==> config.mk <==
export PLATFORM = sky130hd
export DESIGN_NAME = pipelined_csel_adder
export DESIGN_NICKNAME = d
export VERILOG_FILES = /design/src/rtl/pipelined_csel_adder.sv
export SDC_FILE = /design/constraint.sdc
export NUM_CORES = 1
export LEC_CHECK = 0
export BUFFER_PORTS_ARGS = -buffer_cell sky130_fd_sc_hd__buf_2
export CAP_MARGIN = 10
export CORE_MARGIN = 1
export CORE_UTILIZATION = 34
export CTS_CLUSTER_SIZE = 30
export DETAILED_ROUTE_END_ITERATION = 8
export HOLD_SLACK_MARGIN = 0.08
export PLACE_DENSITY = 0.63
export SETUP_SLACK_MARGIN = 0.3
export SYNTH_ARGS = -nofsm -noshare
export SYNTH_HDL_FRONTEND = slang
export SYNTH_SLANG_ARGS = --single-unit
==> constraint.sdc <==
create_clock -name clk -period 2.35 [get_ports clk]
set_input_delay 0.1175 -clock clk [delete_from_list [all_inputs] [get_ports clk]]
set_output_delay 0.1175 -clock clk [all_outputs]
set_load 0.005 [all_outputs]
==> src/rtl/pipelined_csel_adder.sv <==
// Pipelined carry-select adder/subtractor: one BLK-bit block resolved per stage, valid/ready on both sides.
// Optional signed-overflow output enabled by defining CSEL_OVF_DET_EN.
`timescale 1ns/1ps
module pipelined_csel_adder #(
  parameter int WIDTH = 16,
  parameter int BLK   = 4
) (
  input  logic             clk,
  input  logic             rst_n,
  input  logic             in_valid,
  output logic             in_ready,
  input  logic [WIDTH-1:0] a,
  input  logic [WIDTH-1:0] b,
  input  logic             Cin,
  input  logic             sub,
  output logic             out_valid,
  input  logic             out_ready,
  output logic [WIDTH-1:0] Sum,
`ifdef CSEL_OVF_DET_EN
  output logic             ovf,
`endif
  output logic             Cout
);

  localparam int NBLK = WIDTH / BLK;

  logic [NBLK-1:0]  v_q;
  logic [NBLK-1:0]  cy_q;
  logic [WIDTH-1:0] opa_q [NBLK];
  logic [WIDTH-1:0] opb_q [NBLK];
  logic [WIDTH-1:0] sum_q [NBLK];

  logic [NBLK-1:0]  vin;
  logic [NBLK-1:0]  cin;
  logic [NBLK-1:0]  cy_d;
  logic [WIDTH-1:0] ain   [NBLK];
  logic [WIDTH-1:0] bin   [NBLK];
  logic [WIDTH-1:0] sin   [NBLK];
  logic [WIDTH-1:0] sum_d [NBLK];
  logic [BLK:0]     r0    [NBLK];
  logic [BLK:0]     r1    [NBLK];
  logic [BLK:0]     sel   [NBLK];

  logic stall;

  assign stall     = v_q[NBLK-1] && !out_ready;
  assign in_ready  = !stall;
  assign out_valid = v_q[NBLK-1];
  assign Sum       = sum_q[NBLK-1];
  assign Cout      = cy_q[NBLK-1];

  // Operand B is inverted once at entry, so every later stage is a plain adder.
  always_comb begin
    vin[0] = in_valid;
    ain[0] = a;
    bin[0] = sub ? ~b : b;
    cin[0] = sub ? 1'b1 : Cin;
    sin[0] = '0;
    for (int k = 1; k < NBLK; k++) begin
      vin[k] = v_q[k-1];
      ain[k] = opa_q[k-1];
      bin[k] = opb_q[k-1];
      cin[k] = cy_q[k-1];
      sin[k] = sum_q[k-1];
    end
    for (int k = 0; k < NBLK; k++) begin
      r0[k]  = {1'b0, ain[k][k*BLK +: BLK]} + {1'b0, bin[k][k*BLK +: BLK]};
      r1[k]  = {1'b0, ain[k][k*BLK +: BLK]} + {1'b0, bin[k][k*BLK +: BLK]}
             + {{BLK{1'b0}}, 1'b1};
      sel[k] = cin[k] ? r1[k] : r0[k];
      sum_d[k] = sin[k];
      sum_d[k][k*BLK +: BLK] = sel[k][BLK-1:0];
      cy_d[k] = sel[k][BLK];
    end
  end

`ifdef CSEL_OVF_DET_EN
  logic ovf_q;
  logic ovf_d;
  // Carry into the MSB is recovered from the MSB sum bit and its operand bits.
  assign ovf_d = sum_d[NBLK-1][WIDTH-1] ^ ain[NBLK-1][WIDTH-1]
               ^ bin[NBLK-1][WIDTH-1] ^ cy_d[NBLK-1];
  assign ovf   = ovf_q;

  always_ff @(posedge clk or negedge rst_n) begin
    if (!rst_n)                          ovf_q <= 1'b0;
    else if (!stall && vin[NBLK-1])      ovf_q <= ovf_d;
  end
`endif

  always_ff @(posedge clk or negedge rst_n) begin
    if (!rst_n) begin
      v_q  <= '0;
      cy_q <= '0;
      for (int k = 0; k < NBLK; k++) begin
        opa_q[k] <= '0;
        opb_q[k] <= '0;
        sum_q[k] <= '0;
      end
    end else if (!stall) begin
      v_q <= vin;
      for (int k = 0; k < NBLK; k++) begin
        opa_q[k] <= ain[k];
        opb_q[k] <= bin[k];
      end
      for (int k = 0; k < NBLK-1; k++) begin
        sum_q[k] <= sum_d[k];
        cy_q[k]  <= cy_d[k];
      end
      // Output register only changes when a real beat arrives.
      if (vin[NBLK-1]) begin
        sum_q[NBLK-1] <= sum_d[NBLK-1];
        cy_q[NBLK-1]  <= cy_d[NBLK-1];
      end
    end
  end

endmodule

==> results of run 1 <==
-- through the flow --
step,setup slack (ns),std cells
after floorplan,0.221,477
after global placement,0.309,688
after detailed placement,0.236,688
after CTS,0.303,730
after global routing,0.169,733
final,0.282,733
-- cell families (layout without fill, tap and decap cells) --
| family | after synthesis | count (layout) |
|---|---|---|
| muxes | 17 | 17 |
| and+or+nand+nor | 222 | 222 |
| xor gates and xnor gates | 26 | 26 |
| AOI/OAI and AO/OA | 63 | 63 |
| adders and majority gates | 24 | 24 |
| buffers and inverters | 29 | 113 |
| DFF | 96 | 96 |
-- flip-flops by register name, indices dropped and copies added, names as in the netlist --
name  flops
Sum      16
v_q       4
ain      24
cy_q      4
sin      24
bin      24
-- cell usage in the layout, fill, tap and decap left out, drive strengths merged, types with 4 or more instances in the layout --
master	Yosys	layout
nand2	182	182
dfrtp	96	96
buf	7	68
dlygate4sd3	0	24
o21ai	24	24
ha	20	20
a21oi	16	16
xnor2	15	15
mux2	13	13
nand3	13	13
a21o	12	12
xor2	10	10
clkbuf	17	9
inv	5	9
nor2	7	7
mux2i	4	4
and3	4	4
o31a	4	4
fa	4	4
o31ai	4	4
nor4	4	4
-- worst max path at each step --
stage               cells after the start       to  slack, ns
finish                                  6  cy_q[1]       0.28
global placement                        9  cy_q[0]       0.31
floorplan                              10  cy_q[0]       0.22
detailed placement                      9  cy_q[0]       0.24
global route                            6  cy_q[1]       0.17
CTS                                     6  cy_q[1]       0.30
-- final cells by class --
class                           count  area (um^2)  share of cell area, %
Sequential cell                    96         2400                   42.1
Multi-Input combinational cell    352         2150                   37.7
Timing Repair Buffer               92          626                   11.0
Clock buffer                        9          225                   3.94
Tap cell                          172          215                   3.77
Clock inverter                      7         71.3                   1.25
Inverter                            5         18.8                  0.329
-- power by group through the flow --
stage / combinational [mW] / clock (mW) / sequential, mW
2_1_floorplan: 2.19 / 0 / 2.74
3_3_place_gp: 2.74 / 0 / 2.84
3_5_place_dp: 2.86 / 0 / 2.87
4_1_cts: 3.00 / 1.48 / 2.84
5_1_grt: 3.53 / 1.55 / 2.94
6_report: 3.10 / 1.42 / 2.83
-- metal layers --
metal	wire (um)	share of wire, %	vias to the layer above	global-route usage (%)
li1	-	-	1734	-
met1	4520	50	1550	19.2
met2	4180	46	57	22.4
met3	263	2.9	12	2.91
met4	165	1.8	0	5.37
met5	0	0	-	0
-- worst max-delay path, cell delays in order, from the launching register on --
cell     delay, ns
dfrtp_1       0.41
ha_4          0.18
fa_1          0.45
xor2_1        0.30
nand3_2       0.14
o31a_1        0.32
o31ai_2       0.17
-- repair_timing --
item                                   in CTS  in global routing
pin swaps                                   4                 10
hold buffers                               24                  0
resized for setup                           5                 10
setup buffers                               2                  3
endpoints found under the hold margin      65                  0
setup endpoints to repair                   2                  3
==> summary.md, run 1 <==
| Metric | Value |
|---|---|
| Status | `finished clean` |
| I/O Pins | `57` |
| Row cnt | `41` |
| Initial Utilization | `35.5%` |
| Post-synthesis net count | `539` |
| Total Wirelength | `9120 um` |
| Post-synth EDFFs | `0` |
| H-tree depth | `3` |
| RSZ-0062 raised after global routing | `true` |
| Worst-Margin Slew | `0.863 ns` |
| Xor-xnor portion of the synthesized cell area | `5.45%` |
| Pwr Total | `7.36 mW` |
| Wirelength per Cell | `12.4 um` |
| Number of max-cap violations | `0` |
| Cells after synthesis | `477` |
| Clock buffer count from CTS | `9` |
| Hold Path End | `bin[44]` |
| Clk root buf | `clkbuf_16` |
| Most frequent cells after synthesis | `nand2_1 (182), dfrtp_1 (96), o21ai_0 (23)` |
| Hold path startpoint | `b[12]` |
| Initial antenna violation count | `0` |
| Worst Hold Path Cells | `3` |
| # nets final | `618` |
| Setup TNS | `0 ns` |
| Core footprint | `12900 um^2` |
| Total Die Area | `13900 um^2` |
| FF-to-FF Start | `ain[36]` |
| Area post-placement | `5070 um^2` |
| Clk_skew | `0.0110 ns` |
| Crit-path max FO | `3` |
| Max Buffers Root-to-Sink | `2` |
| Die X | `118 um` |
| Pwr/cell area | `1290 nW/um^2` |
| Top cell type's share of synthesized area | `52.6%` |
| GRT Util Overall | `14.2%` |
| Die Ht | `118 um` |
| R2R setup slack | `0.28 ns` |
| DP Wirelength | `6250 um` |
| Slew margin rel. | `42.4%` |
| GPL Wtd Cong | `0.827` |
| Seq/Total Area, Yosys | `52.6%` |
| Finished Cell Area | `5710 um^2` |
| Critical path capture point type | `flip-flop` |
| Dominant synthesized flop cell | `dfrtp_1` |
| Startpoint type of the worst setup path | `flip-flop` |
| Top-count cell post-synth | `nand2_1` |
| Hold WC Path Type | `input port to flip-flop` |
| Synth Area in Compound Gates | `8.33%` |
| Register-to-Register Path Depth | `6` |
| Layout fillers | `1253` |
| Max rail drop VDD | `0.500 mV` |
| CP startpoint | `ain[36]` |
| Synth cell types | `34` |
| Synthesized cell area | `4570 um^2` |
| Net Switching | `2.78 mW` |
| Hold slack | `0.115 ns` |
| WS Path Type | `flip-flop to flip-flop` |
| Final Util | `44.4%` |
| Share of layout cells above drive strength 1 | `21.9%` |
| Area contributors post-synth | `dfrtp_1 (53%), nand2_1 (15%), ha_1 (5.5%)` |
| Global route overflow | `0` |
| Main combinational cell family by area after synthesis | `simple AND/OR/NAND/NOR gates` |
| Fmax | `483 MHz` |
| Fin. Hold Viols | `0` |
| Initial DRC count | `225` |
| Reg clk slew, reported paths | `0.07 ns` |
| Seq pwr share | `38.5%` |
| Crit path arrival time | `2.31 ns` |
| Clk_lat worst skew | `0.34 ns` |
| Sw Share | `37.8%` |
| Slew Limit Fails | `0` |
| DR vias | `3353` |
| Largest net degree at the start of global routing | `92` |
| Period utilisation layout | `88.0%` |
| Area grow syn2layout | `25.0%` |
| Post-Synth Adder-Cell Area | `7.23%` |
| CTS Sinks | `96` |
| Post-DRT Antenna Nets | `0` |
| Mux share of post-synthesis cell area | `4.08%` |
| Minimum clock period | `2.07 ns` |
| # setup viols final | `0` |
| Static leakage | `2.81 nW` |
| Combinational group share of total power | `42.2%` |
| RR Endpoint | `cy_q[1]` |
| Post-Synth Simple-Gate Area | `19.8%` |
| Int Pwr | `4.58 mW` |
| First-pass GRT wire length | `16100 um` |
| DRC | `0` |
| Async set-reset flop share out of synthesis | `100%` |
| Largest area contributor in the netlist | `dfrtp_1` |
| DRT Pass-1 Iters | `4` |
| Worst EP required | `2.59 ns` |
| Vias per cell | `4.57` |
| Clock network fraction of total power | `19.3%` |
| Vias in the first global route | `3404` |
| CTS tree | `yes` |
| Ys Warns | `0` |
| FF+latch count, synth | `96` |
| Inserted Diodes | `0` |
| PortBufs | `56` |
| Avg Cell Area, Syn | `9.58 um^2` |
(Power assumes the default switching activity.)
==> run 2, diff against run 1 <==
--- a/config.mk
+++ b/config.mk
@@ -6,4 +6,5 @@
 export NUM_CORES = 1
 export LEC_CHECK = 0
+export ABC_AREA = 1
 export BUFFER_PORTS_ARGS = -buffer_cell sky130_fd_sc_hd__buf_2
 export CAP_MARGIN = 10
@@ -13,5 +14,5 @@
 export DETAILED_ROUTE_END_ITERATION = 8
 export HOLD_SLACK_MARGIN = 0.08
-export PLACE_DENSITY = 0.63
+export PLACE_DENSITY = 0.62
 export SETUP_SLACK_MARGIN = 0.3
 export SYNTH_ARGS = -nofsm -noshare
==> constraint.sdc (replaced) <==
create_clock -name clk -period 2.35 [get_ports clk]
set_input_delay 0.1175 -clock clk [delete_from_list [all_inputs] [get_ports clk]]
set_output_delay 0.1175 -clock clk [all_outputs]
set_load 0.01 [all_outputs]
==> run 2 against run 1 <==
Against the previous run: utilization down 1.5 points; worst setup slack better by 0.16 ns; largest power group unchanged; sequential power down 2%; cell area up 0.15%; critical path depth up 2; register-to-register slack better by 0.16 ns; sequential cell count unchanged; area after synthesis up 2.8%; hold slack worse by 0.029 ns; total power down 0.69%; first-iteration DRC count down 29%; clock power up 18%.
==> summary.md, run 2 <==
| Metric | Value |
|---|---|
| DR vias | `3561` |
| FF+latch count, synth | `96` |
| Ys Warns | `0` |
| # setup viols final | `0` |
| Fin. Hold Viols | `0` |
| Cells after synthesis | `548` |
| Startpoint type of the worst setup path | `flip-flop` |
| Status | `finished clean` |
| Dpl ws | `0.366 ns` |
| Avg Cell Area, Syn | `8.57 um^2` |
| Clock network fraction of total power | `22.8%` |
| First-pass GRT wire length | `16300 um` |
| GRT Util Overall | `14.2%` |
| Share of layout cells above drive strength 1 | `14.1%` |
| Total Die Area | `14300 um^2` |
| Seq pwr share | `37.9%` |
| Final worst slack | `0.446 ns` |
| H-tree depth | `3` |
| Crit-path max FO | `3` |
| Initial DRC count | `160` |
| PortBufs | `56` |
| Row cnt | `42` |
| DP Wirelength | `6630 um` |
| Commonest non-fill, non-tap cell in the layout | `nand2_1` |
| Sw Share | `38.3%` |
| Largest net degree at the start of global routing | `62` |
| WS Path Type | `flip-flop to flip-flop` |
| Static leakage | `2.96 nW` |
| Die X | `120 um` |
| Pwr/cell area | `1280 nW/um^2` |
| Setup TNS | `0 ns` |
| GPL Wtd Cong | `0.836` |
| Initial Utilization | `35.2%` |
| I/O Pins | `57` |
| Global route overflow | `0` |
| Number of max-cap violations | `0` |
| Pwr Total | `7.31 mW` |
| Vias per cell | `4.41` |
| Post-synthesis net count | `610` |
| Vias in the first global route | `3538` |
| Net Switching | `2.80 mW` |
| Hold WC Path Type | `input port to flip-flop` |
| Wirelength per Cell | `11.3 um` |
| Seq/Total Area, Yosys | `51.2%` |
| Fmax | `525 MHz` |
| Combinational group share of total power | `39.3%` |
| Post-DRT Antenna Nets | `0` |
| CTS Sinks | `96` |
| Hold slack | `0.0861 ns` |
| DRT Pass-1 Iters | `4` |
| Post-CTS Setup Bufs | `0` |
| Total Wirelength | `9160 um` |
| Slew Limit Fails | `0` |
| Area grow syn2layout | `21.9%` |
| Inserted Diodes | `0` |
| Max rail drop VDD | `0.478 mV` |
| Async set-reset flop share out of synthesis | `100%` |
| Clk root buf | `clkbuf_16` |
| Top cell type's share of synthesized area | `51.2%` |
| CTS tree | `yes` |
| Critical path capture point type | `flip-flop` |
| Area contributors post-synth | `dfrtp_1 (51%), nand2_1 (17%), ha_1 (5.3%)` |
| Slew margin rel. | `48.6%` |
| DRC | `0` |
| Most frequent cells in the layout | `nand2_1 (208), dfrtp_1 (96), inv_1 (57), buf_2 (55), o21ai_1 (37)` |
| RSZ-0062 raised after global routing | `true` |
| Core footprint | `13300 um^2` |
| Initial antenna violation count | `0` |
| Die Ht | `120 um` |
| # nets final | `688` |
| Max Buffers Root-to-Sink | `2` |
| Int Pwr | `4.51 mW` |
| Worst-Margin Slew | `0.772 ns` |
| Post-synth EDFFs | `0` |
| Largest area contributor in the netlist | `dfrtp_1` |
| Clk_skew | `0.00723 ns` |
| Synth cell types | `26` |
| Crit path arrival time | `2.14 ns` |
| Worst EP required | `2.59 ns` |
| Clock buffer count from CTS | `9` |
| Period utilisation layout | `81.0%` |
| Minimum clock period | `1.90 ns` |
| Reg clk slew, reported paths | `0.07 ns` |
| Synthesized cell area | `4690 um^2` |
| Top-count cell post-synth | `nand2_1` |
| Most frequent cells after synthesis | `nand2_1 (208), dfrtp_1 (96), inv_1 (57)` |
| Dominant synthesized flop cell | `dfrtp_1` |
| Clk_lat worst skew | `0.34 ns` |
## run 2: cell count changes after synthesis, moves of 7 or more
cell and change:
inv_1 +52, o21ai_1 +36, nand2_1 +26, clkbuf_1 -17, mux2_2 -13, nand3_1 +13, a21o_1 -9, a21oi_1 -7
buf_4 +7
## run 2: routing by layer
layer	vias to the layer above	track usage (%)	share of wire [%]
li1	1890	-	-
met1	1604	19.9	50
met3	13	2.57	3.1
met2	54	21.4	45
met5	-	0	0
met4	0	6.25	1.8
## run 2: layout make-up
type / instances / area, um^2
clock buffers: 9 / 225
inverters: 60 / 228
multi-input cells: 372 / 1940
clock inverters: 7 / 119
flip-flops and latches: 96 / 2400
well taps: 176 / 220
fillers: 1339 / 7630
repair buffers: 87 / 588
## run 2: repair_timing
item                                    CTS  global route
endpoints found under the setup margin    0             2
hold buffers                             24             0
gates resized for setup                   0             3
hold endpoints to repair                 83             0
## run 2: worst max-delay path: stages (launching register included)
cell,delay (ns)
dfrtp_1,0.38
ha_1,0.23
fa_1,0.54
ha_1,0.16
nand2_1,0.07
nor2_2,0.16
nand4_1,0.11
nand3_1,0.10
nand2_1,0.05
## run 2: logic make-up (layout without fill, tap and decap cells)
| family | after synthesis | in the layout | share of synthesized area [%] |
|---|---|---|---|
| fa+ha+maj | 24 | 24 | 7.04 |
| xor+xnor | 16 | 16 | 2.98 |
| buf+inv | 80 | 163 | 7.76 |
| flops | 96 | 96 | 51.2 |
| simple gates | 257 | 257 | 22.8 |
| compound gates | 75 | 75 | 8.29 |
## run 2: through the flow
step | instance area, um^2 | util, % | instances
2_1_floorplan | 4690 | - | 548
3_3_place_gp | 5130 | 38.4 | 767
3_5_place_dp | 5130 | 38.4 | 767
4_1_cts | 5710 | 42.8 | 807
5_1_grt | 5720 | 42.9 | 807
6_report | 5720 | 42.9 | 807
## run 2: worst paths after layout
check / slack [ns] / cells after the start / to / startpoint
max: 0.45 / 8 / cy_q[2] / ain[24]
min: 0.09 / 3 / bin[44] / b[12]
max reg2reg: 0.45 / 8 / cy_q[2] / ain[24]
min reg2reg: 0.46 / 2 / Sum[6] / Sum[6]
max in group asynchronous: 1.28 / 3 / sin[34] / rst_n
min in group asynchronous: 0.41 / 2 / Sum[13] / rst_n
## run 2: power by group through the flow
stage          Clock (mW)  Sequential, mW  Combinational (mW)
2_1_floorplan           0            2.76                2.13
3_3_place_gp            0            2.78                2.71
3_5_place_dp            0            2.80                2.85
4_1_cts              1.71            2.77                2.90
5_1_grt              1.78            2.87                3.36
6_report             1.67            2.77                2.88
==> run 3, diff against run 2 <==
ABC_AREA = 0   (was 1)
PLACE_DENSITY = 0.63   (was 0.62)
clock period = 1.8 ns   (was 2.35 ns; I/O delays follow)
==> run 3 against run 2 <==
Against the previous run: the flow now finishes with violations (negative setup slack); hold slack improved by 0.0093 ns; total power is 50% higher; cell area increased by 8.3%; largest power group unchanged; via count is 0.87% lower; sequential power increased by 34%; largest cell class unchanged; utilization grew 5.3 points; highest routed layer unchanged; worst setup slack worse by 0.58 ns; clock power is 32% higher.
==> summary.md, run 3 (synthesis results as in run 1) <==
| Metric | Value |
|---|---|
| GPL Wtd Cong | `0.837` |
| DRC | `0` |
| Global route overflow | `0` |
| Vias per cell | `4.65` |
| Slew Limit Fails | `0` |
| Reg clk slew, reported paths | `0.07 ns` |
| First-pass GRT wire length | `16300 um` |
| Fin. Hold Viols | `0` |
| Minimum clock period | `1.93 ns` |
| GRT Util Overall | `14.4%` |
| Slew margin rel. | `67.4%` |
| Area post-placement | `5310 um^2` |
| Post-DRT Antenna Nets | `0` |
| Area grow syn2layout | `35.6%` |
| Crit-path max FO | `3` |
| Pwr/cell area | `1780 nW/um^2` |
| Wirelength per Cell | `12.7 um` |
| Vias in the first global route | `3473` |
| Fmax | `518 MHz` |
| Final worst slack | `-0.132 ns` |
| Status | `finished, violations left` |
| Clk_lat worst skew | `0.33 ns` |
| Max rail drop VDD | `0.714 mV` |
| Finished Cell Area | `6200 um^2` |
| Largest net degree at the start of global routing | `92` |
| Setup TNS | `-0.546 ns` |
| Crit path arrival time | `2.15 ns` |
| Layout fillers | `1202` |
| Row cnt | `41` |
| I/O Pins | `57` |
| DRT Pass-1 Iters | `5` |
| Hold slack | `0.0954 ns` |
| Share of layout cells above drive strength 1 | `26.7%` |
| Register area | `2400 um^2` |
| H-tree depth | `3` |
| CTS Sinks | `96` |
| Number of max-cap violations | `0` |
| Die X | `118 um` |
| Static leakage | `3.01 nW` |
| Worst-Margin Slew | `0.485 ns` |
| Commonest non-fill, non-tap cell in the layout | `nand2_1` |
| WS Path Type | `flip-flop to flip-flop` |
| Core footprint | `12900 um^2` |
| Most frequent cells in the layout | `nand2_1 (181), dfrtp_1 (96), buf_2 (53), buf_4 (28), dlygate4sd3_1 (25)` |
| Initial DRC count | `211` |
| Dpl ws | `-0.255 ns` |
| Total Die Area | `13900 um^2` |
| Clk_skew | `0.00474 ns` |
| Inserted Diodes | `0` |
| CTS tree | `yes` |
| Critical path capture point type | `flip-flop` |
| PortBufs | `56` |
| DR vias | `3530` |
| Initial Utilization | `35.5%` |
| Failing checks | `negative setup slack` |
| Die Ht | `118 um` |
| # setup viols final | `6` |
| Worst EP required | `2.02 ns` |
| Period utilisation layout | `107%` |
| Initial antenna violation count | `0` |
| Area of the multi-input gates | `2300 um^2` |
| DP Wirelength | `6370 um` |
| Hold WC Path Type | `input port to flip-flop` |
| Clk root buf | `clkbuf_16` |
| Pwr Total | `11.0 mW` |
| Startpoint type of the worst setup path | `flip-flop` |
| RSZ-0062 raised after global routing | `true` |
| Total Wirelength | `9650 um` |
| Max Buffers Root-to-Sink | `2` |
| # nets final | `644` |
| Clock buffer count from CTS | `9` |
run 3: final cells by class:
class,count,area share (%)
Inverter,5,0.343
Tap cell,172,3.47
Clock buffer,10,3.70
Multi-Input combinational cell,352,37.1
Timing Repair Buffer,118,14.7
Sequential cell,96,38.8
Clock inverter,6,1.88
run 3: power by group:
part           total [mW]  leakage, nW  switching [mW]  internal [mW]
sequential           3.72         1.16           0.596           3.12
clock                2.20        0.167           0.831           1.37
combinational        5.08         1.69            2.59           2.49
run 3: worst max-delay path: stages, from the launching register on:
cell and delay [ns]:
dfrtp_1 0.38, ha_2 0.20, fa_2 0.58, ha_4 0.15, nand3_4 0.08, nor4_2 0.33
o31ai_2 0.10
run 3: final timing paths:
check                         from       to  slack (ns)  cells after the start
setup reg to reg           ain[12]  cy_q[3]       -0.13                      6
max in group asynchronous    rst_n   v_q[0]        0.91                      3
hold reg to reg             sin[2]   sin[2]        0.46                      2
setup / recovery           ain[12]  cy_q[3]       -0.13                      6
min in group asynchronous    rst_n  Sum[14]        0.17                      2
hold / removal               b[15]  bin[47]         0.1                      3
run 3: repair_timing:
item,4_1_cts,5_1_grt
hold buffers,25,0
hold endpoints to repair,120,0
buffers inserted,3,9
pin swaps,7,5
setup endpoints to repair,16,21
gates resized for setup,12,19
cloned,1,0
run 3: per-stage QoR:
stage,cells,utilization [%]
2_1_floorplan,477,-
3_3_place_gp,705,41.2
3_5_place_dp,705,41.2
4_1_cts,750,46.8
5_1_grt,759,48.1
6_report,759,48.1
run 3: per-layer routing:
metal	GRT usage [%]	part of all wire, %	vias to the layer above
met4	4.09	0.67	0
met2	23.3	48	50
met5	0	0	-
li1	-	-	1789
met3	3.05	2.9	7
met1	19.4	48	1684
